## src/rtl/ijtag_sib_access_sequencer.sv

```systemverilog
// ijtag_sib_access_sequencer: opens a SIB if needed, scans {SIB + host TDR}, returns the captured bits
// and optionally leaves the SIB closed. Control outputs are flopped from the current state.
module ijtag_sib_access_sequencer #(
    parameter int DATA_W = 32,
    parameter int LEN_W = 6
) (
    input  logic              ijtag_tck,
    input  logic              ijtag_reset,
    input  logic              ltest_en,
    input  logic              req_valid,
    output logic              req_ready,
    input  logic [LEN_W-1:0]  req_len,
    input  logic [DATA_W-1:0] req_data,
    input  logic              req_close,
    output logic              rsp_valid,
    output logic [DATA_W-1:0] rsp_data,
    output logic              rsp_err,
    output logic              busy,
    output logic              sib_open,
    output logic              ijtag_sel,
    output logic              ijtag_ce,
    output logic              ijtag_se,
    output logic              ijtag_ue,
    output logic              ijtag_si,
    input  logic              ijtag_so
);
    typedef enum logic [3:0] {IDLE, O_CAP, O_SHIFT, O_UPD, WAIT, CAP, SHIFT, UPD, DONE} state_t;
    localparam logic [LEN_W-1:0] MAX_LEN = LEN_W'(DATA_W);
    state_t state;
    logic [LEN_W-1:0] len_q, k;
    logic [DATA_W-1:0] data_q, cap_mask;
    logic close_q, err_q, cap_en;
    assign req_ready = state == IDLE && !ltest_en && !ijtag_reset;
    assign busy = state != IDLE;
    always_ff @(posedge ijtag_tck or posedge ijtag_reset) begin
        if (ijtag_reset) begin
            state <= IDLE;
            len_q <= '0;
            k <= '0;
            data_q <= '0;
            cap_mask <= '0;
            close_q <= 1'b0;
            err_q <= 1'b0;
            cap_en <= 1'b0;
            rsp_valid <= 1'b0;
            rsp_data <= '0;
            rsp_err <= 1'b0;
            sib_open <= 1'b0;
            ijtag_sel <= 1'b0;
            ijtag_ce <= 1'b0;
            ijtag_se <= 1'b0;
            ijtag_ue <= 1'b0;
            ijtag_si <= 1'b0;
        end else begin
            ijtag_sel <= state != IDLE;
            ijtag_ce <= 1'b0;
            ijtag_se <= 1'b0;
            ijtag_ue <= 1'b0;
            ijtag_si <= 1'b0;
            rsp_valid <= 1'b0;
            cap_en <= 1'b0;
            // so is sampled one cycle behind the shift state, matching the registered se/si
            if (cap_en) begin
                rsp_data <= rsp_data | (ijtag_so ? cap_mask : '0);
                cap_mask <= cap_mask << 1;
            end
            case (state)
                IDLE: if (req_valid && req_ready) begin
                    state <= sib_open ? CAP : O_CAP;
                    len_q <= req_len > MAX_LEN ? MAX_LEN : req_len;
                    err_q <= req_len > MAX_LEN;
                    data_q <= req_data;
                    close_q <= req_close;
                    k <= '0;
                    cap_mask <= DATA_W'(1);
                    rsp_data <= '0;
                    rsp_err <= 1'b0;
                end
                O_CAP: begin
                    ijtag_ce <= 1'b1;
                    state <= O_SHIFT;
                end
                O_SHIFT: begin
                    ijtag_se <= 1'b1;
                    ijtag_si <= 1'b1;
                    state <= O_UPD;
                end
                O_UPD: begin
                    ijtag_ue <= 1'b1;
                    sib_open <= 1'b1;
                    state <= WAIT;
                end
                WAIT: state <= CAP;
                CAP: begin
                    ijtag_ce <= 1'b1;
                    state <= SHIFT;
                end
                SHIFT: begin
                    ijtag_se <= 1'b1;
                    ijtag_si <= k == '0 ? ~close_q : data_q[0];
                    cap_en <= k != '0;
                    if (k != '0) data_q <= data_q >> 1;
                    if (k == len_q) state <= UPD;
                    else k <= k + LEN_W'(1);
                end
                UPD: begin
                    ijtag_ue <= 1'b1;
                    sib_open <= ~close_q;
                    state <= DONE;
                end
                DONE: begin
                    rsp_valid <= 1'b1;
                    rsp_err <= err_q;
                    state <= IDLE;
                end
                default: state <= IDLE;
            endcase
        end
    end
endmodule

```

## config.mk

```make
export PLATFORM = sky130hd
export DESIGN_NAME = ijtag_sib_access_sequencer
export DESIGN_NICKNAME = d
export VERILOG_FILES = /design/src/rtl/ijtag_sib_access_sequencer.sv
export SDC_FILE = /design/constraint.sdc
export NUM_CORES = 1
export LEC_CHECK = 0
export BUFFER_PORTS_ARGS = -buffer_cell sky130_fd_sc_hd__buf_2
export CAP_MARGIN = 20
export CORE_MARGIN = 2
export CORE_UTILIZATION = 51
export CTS_BUF_LIST = sky130_fd_sc_hd__clkbuf_8 sky130_fd_sc_hd__clkbuf_16
export DETAILED_ROUTE_END_ITERATION = 10
export GPL_ROUTABILITY_DRIVEN = 0
export PLACE_DENSITY = 0.83
export SKIP_LAST_GASP = 1
export SLEW_MARGIN = 20
export SYNTH_ARGS = -nofsm -noshare
export SYNTH_HDL_FRONTEND = slang
export SYNTH_SLANG_ARGS = --single-unit
```

## constraint.sdc

```tcl
create_clock -name ijtag_tck -period 3.4 [get_ports ijtag_tck]
set_clock_uncertainty 0.1 [all_clocks]
set_input_delay 0.34 -clock ijtag_tck [delete_from_list [all_inputs] [get_ports ijtag_tck]]
set_output_delay 0.34 -clock ijtag_tck [all_outputs]
set_load 0.05 [all_outputs]
```

# Yosys cells after proc, flatten, opt, wreduce, memory -nomap -nowiden

Cells that the tools add are included.

$add $sub $neg: 1
Magnitude comparators: 1
Equal/unequal tests: 13
Mux-type cells: 28
Bitwise operators: 2
Reductions and logical operators: 20

Operators with widths:

| kind                                           | number |
|---|---|
| 2-to-1 mux 32 bit                              | 9 |
| one-hot mux 32 bit (2 select lines)            | 1 |
| OR 32 bit                                      | 1 |
| one-hot mux 4 bit (8 select lines)             | 1 |
| 2-to-1 mux 6 bit                               | 3 |
| == test 4 x 3 -> 1 bit (second input constant) | 4 |
| one-hot mux 6 bit (2 select lines)             | 1 |
| == test 4 x 2 -> 1 bit (second input constant) | 2 |
| 2-to-1 mux 4 bit                               | 2 |
| 2-to-1 mux 1 bit                               | 7 |
| adder 6 x 1 -> 6 bit (second input constant)   | 1 |
| == test 6 bit                                  | 1 |
| > comparator 6 bit (second input constant)     | 1 |
| zero test 6 bit                                | 1 |
| inequality test 2 bit (second input constant)  | 3 |
| one-hot mux 1 bit (2 select lines)             | 3 |
| AND reduction 2 bit                            | 3 |
| AND reduction 3 bit                            | 2 |
| nonzero test 2 bit                             | 3 |
| nonzero test 6 bit                             | 1 |
| OR reduction 2 bit                             | 3 |
| == test 4 x 1 -> 1 bit (second input constant) | 1 |
| == test 4 bit (second input constant)          | 1 |
| zero test 4 bit                                | 1 |
| 6 further kinds                                | 9 |

Bits in registers: 123
Input port bits: 44
Output and inout bits: 42
Word-level logic and storage cells: 82

# Logic depth before layout (Yosys ltp)

Gate-level depths: netlist (run 1).

Word-level depth: 6
Mapped depth: 8
Depth with buffers taken out: 7

# Worst setup path after synthesis (run 1)

Ideal clock, no wire load.

Kind: reg-to-reg
Start point: reg state[3]
End point: reg k[4]
Library setup time: 0.065 ns
Data arrival time: 2.102 ns
Required time: 3.235 ns
Slack: 1.133 ns
Cell stages (with the launch flop): 8
Path buffers: 1
Period minus slack after synthesis: 2.267 ns
Path through: dfrtp_1 buf_6 nor4_4 inv_2 nor3_4 nand2_2 a2111oi_4 a211o_1

Longest elaborated chain between the ends: 6
Elaborated cells between the ends (all ways): 10
Classes of those cells: eq/ne (3); mux (1); reduce/logical (6)

RTL lines:

| item                                     | line | source |
|---|---|---|
| start, declared                          | 29   | `state_t state;` |
| start signal, assigned                   | 69   | `state <= sib_open ? CAP : O_CAP;` |
| zero test 4 bit                          | 33   | `assign req_ready = state == IDLE && !ltest_en && !ijtag_reset;` |
| logical AND 1 bit (2 in a row)           | 33   |  |
| net req_ready                            | 11   | `output logic req_ready,` |
| logical AND 1 bit                        | 68   | `IDLE: if (req_valid && req_ready) begin` |
| inequality test 2 x 1 -> 1 bit (no line) | --   |  |
| AND reduction 3 bit (no line)            | --   |  |
| end signal, assigned                     | 104  | `else k <= k + LEN_W'(1);` |
| end, declared                            | 30   | `logic [LEN_W-1:0] len_q, k;` |

The timed path passes the listed nets, and every way through them passes these cells.
A chain may end at the register's enable or synchronous reset.

# Worst setup path in the final report (run 1)

Start point: reg k[0]
End point: reg data_q[6]

Longest elaborated chain between the ends: 3

RTL lines:

| item                            | line | source |
|---|---|---|
| nonzero test 6 bit              | 102  | `if (k != '0) data_q <= data_q >> 1;` |
| inequality test 2 bit (no line) | --   |  |
| AND reduction 3 bit (no line)   | --   |  |
| end signal, assigned            | 72   | `data_q <= req_data;` |
| end signal, assigned            | 102  |  |
| end, declared                   | 31   | `logic [DATA_W-1:0] data_q, cap_mask;` |

Every way passes these cells.

==> summary.md, run 1 <==
| Metric | Value |
|---|---|
| Status | finished clean |
| Logic gate share of total power | 3.3% |
| CTS Sinks | 123 |
| H-tree depth | 4 |
| CP Launch Type | register |
| Final non-filler cell total | 727 |
| Hold Fails Final Rpt | 0 |
| Num ports | 86 |
| HPWL Detailed | 6.45 mm |
| Leak | 2.85 nW |
| Gr ovfl total | 0 |
| Critical path required time | 3.73 ns |
| Num CTS Buffers | 17 |
| Root Buffer | clkbuf_8 |
| Die ar. | 11100 sq um |
| # fillers | 776 |
| Area of the multi-input gates | 1920 sq um |
| CTS tree | yes |
| Sequential Power Share | 45.3% |
| DRT Wirelength | 10.5 mm |
| Final ANT Viol Nets | 0 |
| Chip height | 105 microns |
| Seq cells post-synth | 123 |
| Synth Warn # | 0 |
| Hold path cells | 3 |
| Final setup fails | 0 |
| Distinct cells, synth | 44 |
| CP max FO | 43 |
| Synthesized Nets | 524 |
| FF-to-FF End | data_q[6]$_DFFE_PP0P_ |
| DRC | 0 |
| Largest net degree at the start of global routing | 70 |
| ANT cells | 0 |
| Drt pass-1 iters | 4 |
| Avg WL per Cell | 14.4 microns |
| Initial antenna violation count | 0 |
| Hold slack | 0.00891 ns |
| Vias per cell | 5.15 |
| FF+latch area | 3080 sq um |
| Port Buffers | 85 |
| Fraction of layout cells with a size suffix above 1 | 23.2% |
| Core area | 10100 sq um |
| RSZ-0062 raised after global routing | false |
| Post-Syn Instances | 478 |
| Internal power | 2.53 mW |
| Hold crit path type | input pin to register |
| Worst VDD drop | 0.000324 V |
| Crit path DAT | 2.85 ns |
| Post-place setup slack | 0.885 ns |
| Power Density | 500 nW/um^2 |
| Via count | 3743 |
| Clock share of power | 51.3% |
| Worst setup margin | 0.881 ns |
| Post-layout power | 3.24 mW |
| Worst slew margin | 45.0% |
| Initial core utilization | 51.7% |
| Syn Area/Cell | 11.0 sq um |
| Fmax | 397 MHz |
| Total global routing track utilization | 20.6% |
| HP Start | req_data[16] |
| Drt initial violations | 184 |
| Crit. End Element | register |
| First-pass GRT wire length | 18.0 mm |
| Setup TNS | 0 ns |
| Net Switching | 0.714 mW |
| Row count | 37 |
| Mapped Area | 5240 sq um |
| Worst R2R Start | k[0]$_DFFE_PP0P_ |
| Critical setup path kind | register to register |
| DP Cell Count | 671 |
| Area growth from synthesis to layout | 23.6% |
| Clock buffer depth | 2 |
| Sequential share of the synthesized area | 58.7% |
| Final Cycle Share | 74.1% |
| Clock transition at the registers of the reported paths | 0.06 ns |
| Worst skew pair latency | 0.52 ns |
| Worst-case reg-to-reg path depth | 8 |
| Period minus WS final | 2.52 ns |
| Final Slew Violations | 0 |
| Die Width | 105 microns |
| Post-CTS setup buffer count | 0 |
| Max-cap violations | 0 |
| R2r setup slk | 0.88 ns |
| Vias in the first global route | 3812 |
| Worst hold path endpoint | data_q[16]$_DFFE_PP0P_ |
| Sw frac | 22.1% |
| Worst Max-Slew Pin Slew | 0.823 ns |
| NumNets Final | 624 |
-- power by group through the flow --
| stage | sequential, mW | clock, mW | combinational, mW |
|---|---|---|---|
| 2_1_floorplan | 1.50 | 0 | 0.0355 |
| 3_3_place_gp | 1.49 | 0 | 0.0876 |
| 3_5_place_dp | 1.49 | 0 | 0.0899 |
| 4_1_cts | 1.47 | 1.70 | 0.110 |
| 5_1_grt | 1.47 | 1.77 | 0.121 |
| 6_report | 1.47 | 1.66 | 0.108 |
-- cell usage in the layout (no fill, tap or decap), types with 2 or more instances in the layout --
cell type,n
clkbuf_16,16
ha_1,2
nor4_1,2
mux2i_1,62
clkinvlp_4,4
nor3b_1,2
nand3_1,4
buf_2,85
clkinv_4,2
inv_6,3
a211o_1,2
clkbuf_8,3
buf_4,5
nor2_1,71
nand3b_1,5
dlygate4sd3_1,24
inv_1,4
o21ai_0,11
dfrtp_1,122
clkinv_2,4
and3_1,2
nand2_1,58
o21ai_1,29
a22o_1,2
xnor2_1,7
a21oi_1,33
-- synth_stat cells, drive strengths merged --
cell | instances | area share, %
a21boi | 1 | 0.14
mux2i | 62 | 12
and3 | 3 | 0.36
o41a | 1 | 0.21
nand2b | 1 | 0.12
inv | 6 | 0.43
clkbuf | 9 | 0.64
nor2b | 1 | 0.12
a211o | 2 | 0.33
or2 | 1 | 0.12
and2 | 2 | 0.24
a21oi | 33 | 3.2
buf | 25 | 3.6
ha | 2 | 0.48
nand3b | 5 | 0.72
nor4 | 3 | 0.64
nand2 | 59 | 4.3
a31oi | 1 | 0.12
nor2 | 72 | 5.3
nand4 | 1 | 0.12
dfrtp | 123 | 59
mux2 | 1 | 0.21
nor3b | 2 | 0.29
o22ai | 1 | 0.12
xnor2 | 7 | 1.2
nor4b | 1 | 0.17
a22o | 2 | 0.33
and4bb | 1 | 0.24
a2111oi | 2 | 0.81
o21ai | 40 | 3.8
xor2 | 1 | 0.17
nand3 | 4 | 0.38
o21a | 1 | 0.14
or4 | 1 | 0.14
nor3 | 1 | 0.31
-- worst max-delay path by stage --
stage                                     from                    end  slack [ns]  cells past startpoint
after detailed placement      k[0]$_DFFE_PP0P_  data_q[6]$_DFFE_PP0P_        0.88                      8
after global routing          k[0]$_DFFE_PP0P_  data_q[6]$_DFFE_PP0P_        0.67                      8
after global placement        k[0]$_DFFE_PP0P_  data_q[8]$_DFFE_PP0P_        1.02                      7
after floorplan           state[3]$_DFFE_PP0P_       k[4]$_DFFE_PP0P_        1.13                      7
final                         k[0]$_DFFE_PP0P_  data_q[6]$_DFFE_PP0P_        0.88                      8
after CTS                     k[0]$_DFFE_PP0P_  data_q[6]$_DFFE_PP0P_        0.87                      8
-- worst max-delay path, stage by stage, from the launching register on --
cell,delay [ns]
dfrtp_1,0.44
inv_1,0.08
ha_1,0.15
nand2b_1,0.09
o41a_1,0.39
nor2_4,0.67
buf_4,0.35
nand2_1,0.07
o21ai_1,0.09
-- routing by layer --
layer / vias to the layer above / routed length [microns] / track usage, %
met4: 0 / 236 / 8.48
met1: 1808 / 4650 / 26.4
met5: - / 0 / 0
li1: 1821 / - / -
met3: 24 / 420 / 5.94
met2: 90 / 5180 / 32.9
-- repair_timing --
action / in CTS / in global routing
gates resized for setup: 0 / 0
hold endpoints to repair: 51 / 1
hold buffers: 23 / 1
-- sequential cells by signal, summed over array words and instances (netlist names) --
| name | flops |
|---|---|
| rsp_valid | 1 |
| state | 4 |
| sib_open | 1 |
| ijtag_sel | 1 |
| close_q | 1 |
| k | 6 |
| cap_mask | 32 |
| data_q | 32 |
| rsp_err | 1 |
| rsp_data | 32 |
| ijtag_ce | 1 |
| ijtag_si | 1 |
| len_q | 6 |
| ijtag_ue | 1 |
| ijtag_se | 1 |
| err_q | 1 |
| cap_en | 1 |
-- stage by stage --
step	util (%)	cell area, sq um
floorplan	-	5250
global placement	56.0	5680
detailed placement	56.0	5680
CTS	63.8	6470
global route	63.9	6480
finish	63.9	6480
-- final cells by class --
| type | instances | area share (%) |
|---|---|---|
| Clock inverter | 13 | 1.80 |
| Tap cell | 136 | 2.63 |
| Inverter | 6 | 0.406 |
| Sequential cell | 123 | 47.5 |
| Multi-Input combinational cell | 315 | 29.7 |
| Clock buffer | 19 | 6.82 |
| Timing Repair Buffer | 115 | 11.2 |
-- cell families (layout without fill, tap and decap cells) --
logic type	Yosys count	in the layout	synth area share (%)
and+or+nand+nor	158	158	13.5
adders and majority gates	2	2	0.477
DFF	123	123	58.7
AOI/OAI and AO/OA	84	84	9.19
buffers and inverters	40	153	4.68
xor gates and xnor gates	8	8	1.34
muxes	63	63	12.1
No activity file was read; power rests on OpenSTA's default activity.
==> inputs of run 2 (changes only) <==
==> constraint.sdc (replaced) <==
create_clock -name ijtag_tck -period 2.1 [get_ports ijtag_tck]
set_clock_uncertainty 0.1 [all_clocks]
set_input_delay 0.21 -clock ijtag_tck [delete_from_list [all_inputs] [get_ports ijtag_tck]]
set_output_delay 0.21 -clock ijtag_tck [all_outputs]
set_load 0.05 [all_outputs]
==> run 2 against run 1 <==
Effect of this change:
- sequential power is 62% higher
- utilization rose by 3.0 points
- routed wire length is 8.1% higher
- register-to-register slack got worse by 0.75 ns
- final cell count rose by 3.2%
- via count up 3.2%
- highest routed layer unchanged
==> summary.md, run 2 (synthesis results as in run 1) <==
| Metric | Value |
|---|---|
| Hold slack | 0.249 ns (+0.241 ns) |
| Initial core utilization | 51.7% (unchanged) |
| Crit. End Element | primary output |
| Core area | 10100 sq um (unchanged) |
| Status | finished clean |
| R2r setup slk | 0.13 ns (-0.75 ns) |
| DRT Wirelength | 11.3 mm (+8.1%) |
| Crit path buf inv count | 3 (+1) |
| Met3 Use GR | 5.50% (-0.43 points) |
| Row count | 37 (unchanged) |
| ANT cells | 0 (unchanged) |
| HPWL Detailed | 6.68 mm (+3.6%) |
| Gr ovfl total | 0 (unchanged) |
| Hold Fails Final Rpt | 0 (unchanged) |
| Via count | 3863 (+3.2%) |
| DRC | 0 (unchanged) |
| Die Width | 105 microns (unchanged) |
| Die ar. | 11100 sq um (unchanged) |
| NumNets Final | 649 (+4.0%) |
| Leak | 3.00 nW (+5.1%) |
| HP Start | ltest_en |
| Critical path required time | 1.79 ns (-1.94 ns) |
| Largest net degree at the start of global routing | 70 (unchanged) |
| CTS Sinks | 123 (unchanged) |
| Worst slew margin | 53.7% (+8.7 points) |
| Clock transition at the registers of the reported paths | 0.06 ns (about the same) |
| Area growth from synthesis to layout | 29.5% |
| CP max FO | 3 (-93%) |
| Root Buffer | clkbuf_8 |
| Drt initial violations | 221 (+20%) |
| Port Buffers | 85 (unchanged) |
| Total global routing track utilization | 22.1% (+1.6 points) |
| Worst R2R Start | state[3]$_DFFE_PP0P_ |
| Commonest non-fill, non-tap cell in the layout | dfrtp_1 |
| First-pass GRT wire length | 19.3 mm (+7.7%) |
| Num ports | 86 (unchanged) |
| Period minus WS final | 2.09 ns |
| Final Slew Violations | 0 (unchanged) |
| Critical setup path kind | register to primary output |
| Chip height | 105 microns (unchanged) |
| Initial antenna violation count | 0 (unchanged) |
| Cell type of the slowest stage on the worst timing path | dfrtp_2 |
| # fillers | 715 (-7.9%) |
| Num CTS Buffers | 17 (unchanged) |
| Avg WL per Cell | 15.1 microns (+4.8%) |
| Post-layout power | 5.45 mW (+68%) |
| Final Cycle Share | 99.4% |
| Worst-case reg-to-reg path depth | 5 (-3) |
| FF+latch area | 3080 sq um (about the same) |
| Final ANT Viol Nets | 0 (unchanged) |
| Worst Max-Slew Pin Slew | 0.693 ns (-0.130 ns) |
| CP cell instances | nor4_4 -> buf_4 -> inv_4 -> nor3_4 -> buf_6 |
| Worst hold path endpoint | data_q[31]$_DFFE_PP0P_ |
| Biggest regs | cap_mask (32), data_q (32), rsp_data (32) |
| Fraction of layout cells with a size suffix above 1 | 23.0% (-0.22 points) |
| Power Density | 803 nW/um^2 (+61%) |
| Met1 usage | 27.2% (+0.86 points) |
| Hold crit path type | input pin to register |
| Area of the multi-input gates | 1920 sq um (unchanged) |
| CP Launch Type | register |
| Hold path cells | 5 (+2) |
| RSZ-0062 raised after global routing | true |
| Drt pass-1 iters | 4 (unchanged) |
| CP peak stage delay | 0.42 ns (-0.25 ns) |
| Vias per cell | 5.15 (about the same) |
| Final setup fails | 0 (unchanged) |
| Fmax | 479 MHz |
| Clock buffer depth | 2 (unchanged) |
| GR Util met2 | 37.4% (+4.4 points) |
| Top Usage Layer GRT | met2 |
| Critical path's top delay family | simple AND/OR/NAND/NOR gates |
| FF-to-FF End | k[5]$_DFFE_PP0P_ |
| Worst skew pair latency | 0.52 ns (about the same) |
| CTS tree | yes |
| Max-cap violations | 0 (unchanged) |
| Crit path DAT | 1.78 ns (-1.07 ns) |
| Most frequent cells in the layout | dfrtp_1, buf_2, nor2_1, mux2i_1, nand2_1 |
| Vias in the first global route | 4046 (+6.1%) |
| Worst VDD drop | 0.000525 V (+62%) |
| H-tree depth | 4 (unchanged) |
run 2: layout make-up:
| class | instances | area share [%] |
|---|---|---|
| Sequential cell | 123 | 45.4 |
| Multi-Input combinational cell | 315 | 28.3 |
| Timing Repair Buffer | 140 | 14.8 |
| Clock buffer | 20 | 6.71 |
| Tap cell | 136 | 2.51 |
| Clock inverter | 10 | 1.86 |
| Inverter | 6 | 0.424 |
run 2: worst register-to-register path, delay by kind of cell (launching register included):
| family | cells | cell delay, ns |
|---|---|---|
| and+or+nand+nor | 2 | 0.51 |
| DFF | 1 | 0.43 |
| AOI/OAI and AO/OA | 2 | 0.66 |
| buffers and inverters | 1 | 0.16 |
run 2: report_power, final:
part | switching [mW] | internal, mW
Clock | 0.994 | 1.87
Sequential | 0.00256 | 2.38
Combinational | 0.106 | 0.105
Total | 1.10 | 4.35
run 2: layer usage:
layer	routed length (microns)	share of wire, %	vias up
li1	-	-	1867
met1	4960	44	1900
met5	0	0	-
met3	345	3.0	22
met4	247	2.2	0
met2	5790	51	74
run 2: per-stage QoR:
stage / utilization [%] / instances / setup slack [ns] / area (sq um) / setup TNS [ns]
global placement: 56.7 / 675 / 0.244 / 5750 / 0
finish: 66.9 / 750 / 0.0119 / 6790 / 0
CTS: 66.9 / 750 / -0.0180 / 6780 / -0.0180
global route: 66.9 / 750 / -0.0721 / 6790 / -0.0721
detailed placement: 56.7 / 675 / 0.153 / 5750 / 0
floorplan: - / 478 / -0.146 / 5250 / -0.277
run 2: timing repair:
item,in CTS,in global routing
setup endpoints to repair,1,5
pin swaps,1,0
hold buffers,42,0
setup buffers,3,0
gates resized for setup,4,1
endpoints found under the hold margin,68,0
run 2: how the worst max path moves through the flow:
stage / start / end / slack (ns) / depth (start not counted)
4_1_cts: state[2]$_DFFE_PP0P_ / req_ready / -0.02 / 5
3_3_place_gp: state[1]$_DFFE_PP0P_ / data_q[24]$_DFFE_PP0P_ / 0.24 / 4
5_1_grt: state[2]$_DFFE_PP0P_ / req_ready / -0.07 / 5
6_report: state[2]$_DFFE_PP0P_ / req_ready / 0.01 / 5
2_1_floorplan: state[3]$_DFFE_PP0P_ / k[4]$_DFFE_PP0P_ / -0.15 / 7
3_5_place_dp: state[1]$_DFFE_PP0P_ / data_q[2]$_DFFE_PP0P_ / 0.15 / 4
==> inputs of run 3 (changes only) <==
--- a/config.mk
+++ b/config.mk
@@ -8,11 +8,11 @@
 export BUFFER_PORTS_ARGS = -buffer_cell sky130_fd_sc_hd__buf_2
 export CAP_MARGIN = 20
 export CORE_MARGIN = 2
-export CORE_UTILIZATION = 51
+export CORE_UTILIZATION = 58
 export CTS_BUF_LIST = sky130_fd_sc_hd__clkbuf_8 sky130_fd_sc_hd__clkbuf_16
 export DETAILED_ROUTE_END_ITERATION = 10
 export GPL_ROUTABILITY_DRIVEN = 0
-export PLACE_DENSITY = 0.83
+export PLACE_DENSITY = 0.89
 export SKIP_LAST_GASP = 1
 export SLEW_MARGIN = 20
 export SYNTH_ARGS = -nofsm -noshare
==> constraint.sdc (replaced) <==
create_clock -name ijtag_tck -period 2.7 [get_ports ijtag_tck]
set_clock_uncertainty 0.1 [all_clocks]
set_input_delay 0.27 -clock ijtag_tck [delete_from_list [all_inputs] [get_ports ijtag_tck]]
set_output_delay 0.27 -clock ijtag_tck [all_outputs]
set_load 0.05 [all_outputs]
==> run 3 against run 2 <==
Effect of this change:
- final cell count decreased by 4.5%
- worst setup slack improved by 0.25 ns
- largest cell class unchanged
- sequential power shrank 22%
==> summary.md, run 3 (synthesis results as in run 1) <==
| Metric | Value |
|---|---|
| Num CTS Buffers | 17 (unchanged) |
| Port Buffers | 85 (unchanged) |
| Row count | 34 (-8.1%) |
| Area growth from synthesis to layout | 25.8% |
| Via count | 3924 (+1.6%) |
| Fmax | 411 MHz |
| CP peak stage delay | 0.50 ns (+0.08 ns) |
| Worst Max-Slew Pin Slew | 0.664 ns (-0.0284 ns) |
| Die ar. | 9810 sq um (-12%) |
| Core area | 8760 sq um (-14%) |
| H-tree depth | 4 (unchanged) |
| Final setup fails | 0 (unchanged) |
| Total global routing track utilization | 24.6% (+2.4 points) |
| FF+latch area | 3080 sq um (about the same) |
| Post-route cell area | 6590 sq um (-2.9%) |
| Setup TNS | 0 ns (unchanged) |
| Cell type of the slowest stage on the worst timing path | dfrtp_1 |
| Sequential Power Share | 46.4% (+2.8 points) |
| Worst skew pair latency | 0.51 ns (about the same) |
| First-pass GRT wire length | 19.1 mm (-1.4%) |
| Chip height | 99.1 microns (-6.0%) |
| DRT Wirelength | 11.5 mm (+1.5%) |
| CTS resizes | 0 (-4) |
| Hold crit path type | input pin to register |
| Internal power | 3.07 mW (-29%) |
| Vias per cell | 5.48 (+6.4%) |
| Worst setup margin | 0.266 ns (+0.254 ns) |
| Area of the multi-input gates | 1920 sq um (about the same) |
| Commonest non-fill, non-tap cell in the layout | dfrtp_1 |
| Drt pass-1 iters | 4 (unchanged) |
| Hold slack | 0.0159 ns (-0.234 ns) |
| Fraction of layout cells with a size suffix above 1 | 22.2% (-0.72 points) |
| Period minus WS final | 2.43 ns |
| Crit path DAT | 2.73 ns (+0.95 ns) |
| Most frequent cells in the layout | dfrtp_1, buf_2, nor2_1, mux2i_1, nand2_1 |
| CTS tree | yes |
| Initial antenna violation count | 1 (+1) |
| Post-place setup slack | 0.176 ns (+0.0221 ns) |
| Hold Fails Final Rpt | 0 (unchanged) |
| Sw frac | 22.9% (+2.7 points) |
| HPWL Detailed | 6.47 mm (-3.1%) |
| Gr ovfl total | 0 (unchanged) |
| Logic gate share of total power | 3.9% (about the same) |
| Status | finished clean |
| Vias in the first global route | 4090 (+1.1%) |
| Root Buffer | clkbuf_8 |
| CP max FO | 34 (+31) |
| Critical path required time | 2.99 ns (+1.20 ns) |
| Drt initial violations | 199 (-10%) |
| Biggest regs | cap_mask (32), data_q (32), rsp_data (32) |
| CP cell instances | and4bb_2 -> buf_4 -> o21a_1 -> nor2_1 -> a211o_1 |
| Max-cap violations | 0 (unchanged) |
| DRC | 0 (unchanged) |
| Final Slew Violations | 0 (unchanged) |
| Num ports | 86 (unchanged) |
| Worst slew margin | 55.6% (+1.9 points) |
| Worst VDD drop | 0.000500 V (-4.8%) |
| Initial core utilization | 59.8% (+8.1 points) |
| Critical setup path kind | register to register |
| Avg WL per Cell | 16.1 microns (+6.3%) |
| Final ANT Viol Nets | 0 (unchanged) |
| Net Switching | 0.915 mW (-17%) |
| Final Cycle Share | 90.2% |
| CP Launch Type | register |
| Clock buffer depth | 2 (unchanged) |
| CTS Sinks | 123 (unchanged) |
| NumNets Final | 640 (-1.4%) |
| Crit. End Element | register |
| Placed cell area | 5640 sq um (-2.0%) |
| Clock transition at the registers of the reported paths | 0.06 ns (about the same) |
| Leak | 2.92 nW (-2.7%) |
| Largest net degree at the start of global routing | 104 (+49%) |
| RSZ-0062 raised after global routing | false |
| # fillers | 555 (-22%) |
| Power Density | 605 nW/um^2 (-25%) |
| Clock share of power | 49.7% (-2.8 points) |
| Die Width | 99.1 microns (-6.0%) |
-- run 3: cell types whose count changed in the layout (fill, tap and decap cells not counted), moves of 3 or more --
| cell | previous run | this run |
|---|---|---|
| buf_4 | 8 | 4 |
| buf_12 | 4 | 1 |
| bufinv_16 | 3 | 0 |
| clkinv_4 | 0 | 3 |
| inv_6 | 0 | 3 |
-- run 3: path summary, 6_finish.rpt --
kind,startpoint,endpoint,slack [ns],cells after the start
max in group asynchronous,ijtag_reset,cap_en$_DFF_PP0_,1.36,4
hold reg to reg,err_q$_DFFE_PP0P_,rsp_err$_DFFE_PP0P_,0.39,2
setup reg to reg,state[3]$_DFFE_PP0P_,k[5]$_DFFE_PP0P_,0.27,5
min in group asynchronous,ijtag_reset,rsp_valid$_DFF_PP0_,0.26,3
hold / removal,req_valid,state[0]$_DFFE_PP0P_,0.02,3
setup / recovery,state[3]$_DFFE_PP0P_,k[5]$_DFFE_PP0P_,0.27,5
-- run 3: through the flow --
| stage | utilization, % | instances | total power, mW |
|---|---|---|---|
| after floorplan | - | 478 | 1.94 |
| after global placement | 64.3 | 642 | 1.99 |
| after detailed placement | 64.3 | 642 | 1.99 |
| after CTS | 74.9 | 714 | 4.01 |
| after global routing | 75.2 | 716 | 4.12 |
| final | 75.2 | 716 | 3.99 |
-- run 3: cell type report --
class | count | area share [%]
clock buffers | 18 | 6.49
clock inverters | 14 | 1.50
well taps | 108 | 2.05
flip-flops and latches | 123 | 46.7
repair buffers | 131 | 13.7
multi-input cells | 315 | 29.1
inverters | 6 | 0.399
diodes | 1 | 0.0380
-- run 3: worst max-delay path: cells and delay by family (launching register included) --
kind            cells  cell delay (ns)
simple gates        2             0.51
compound gates      2             0.73
buf+inv             1             0.47
flops               1             0.50
-- run 3: routing by layer --
metal	GRT usage [%]	up-vias	part of all wire (%)
met1	30.5	1918	42
met4	12.4	0	3.1
met3	5.60	34	3.5
met2	40.7	113	51
li1	-	1859	-
met5	0	-	0
-- run 3: repair_timing --
item / 4_1_cts / 5_1_grt
hold buffers: 40 / 0
setup buffers: 0 / 0
hold endpoints to repair: 60 / 0
-- run 3: power by group through the flow --
stage	registers [mW]	clock network [mW]	logic [mW]
2_1_floorplan	1.89	0	0.0447
3_3_place_gp	1.88	0	0.107
3_5_place_dp	1.88	0	0.111
4_1_cts	1.85	2.00	0.155
5_1_grt	1.85	2.09	0.173
6_report	1.85	1.98	0.157
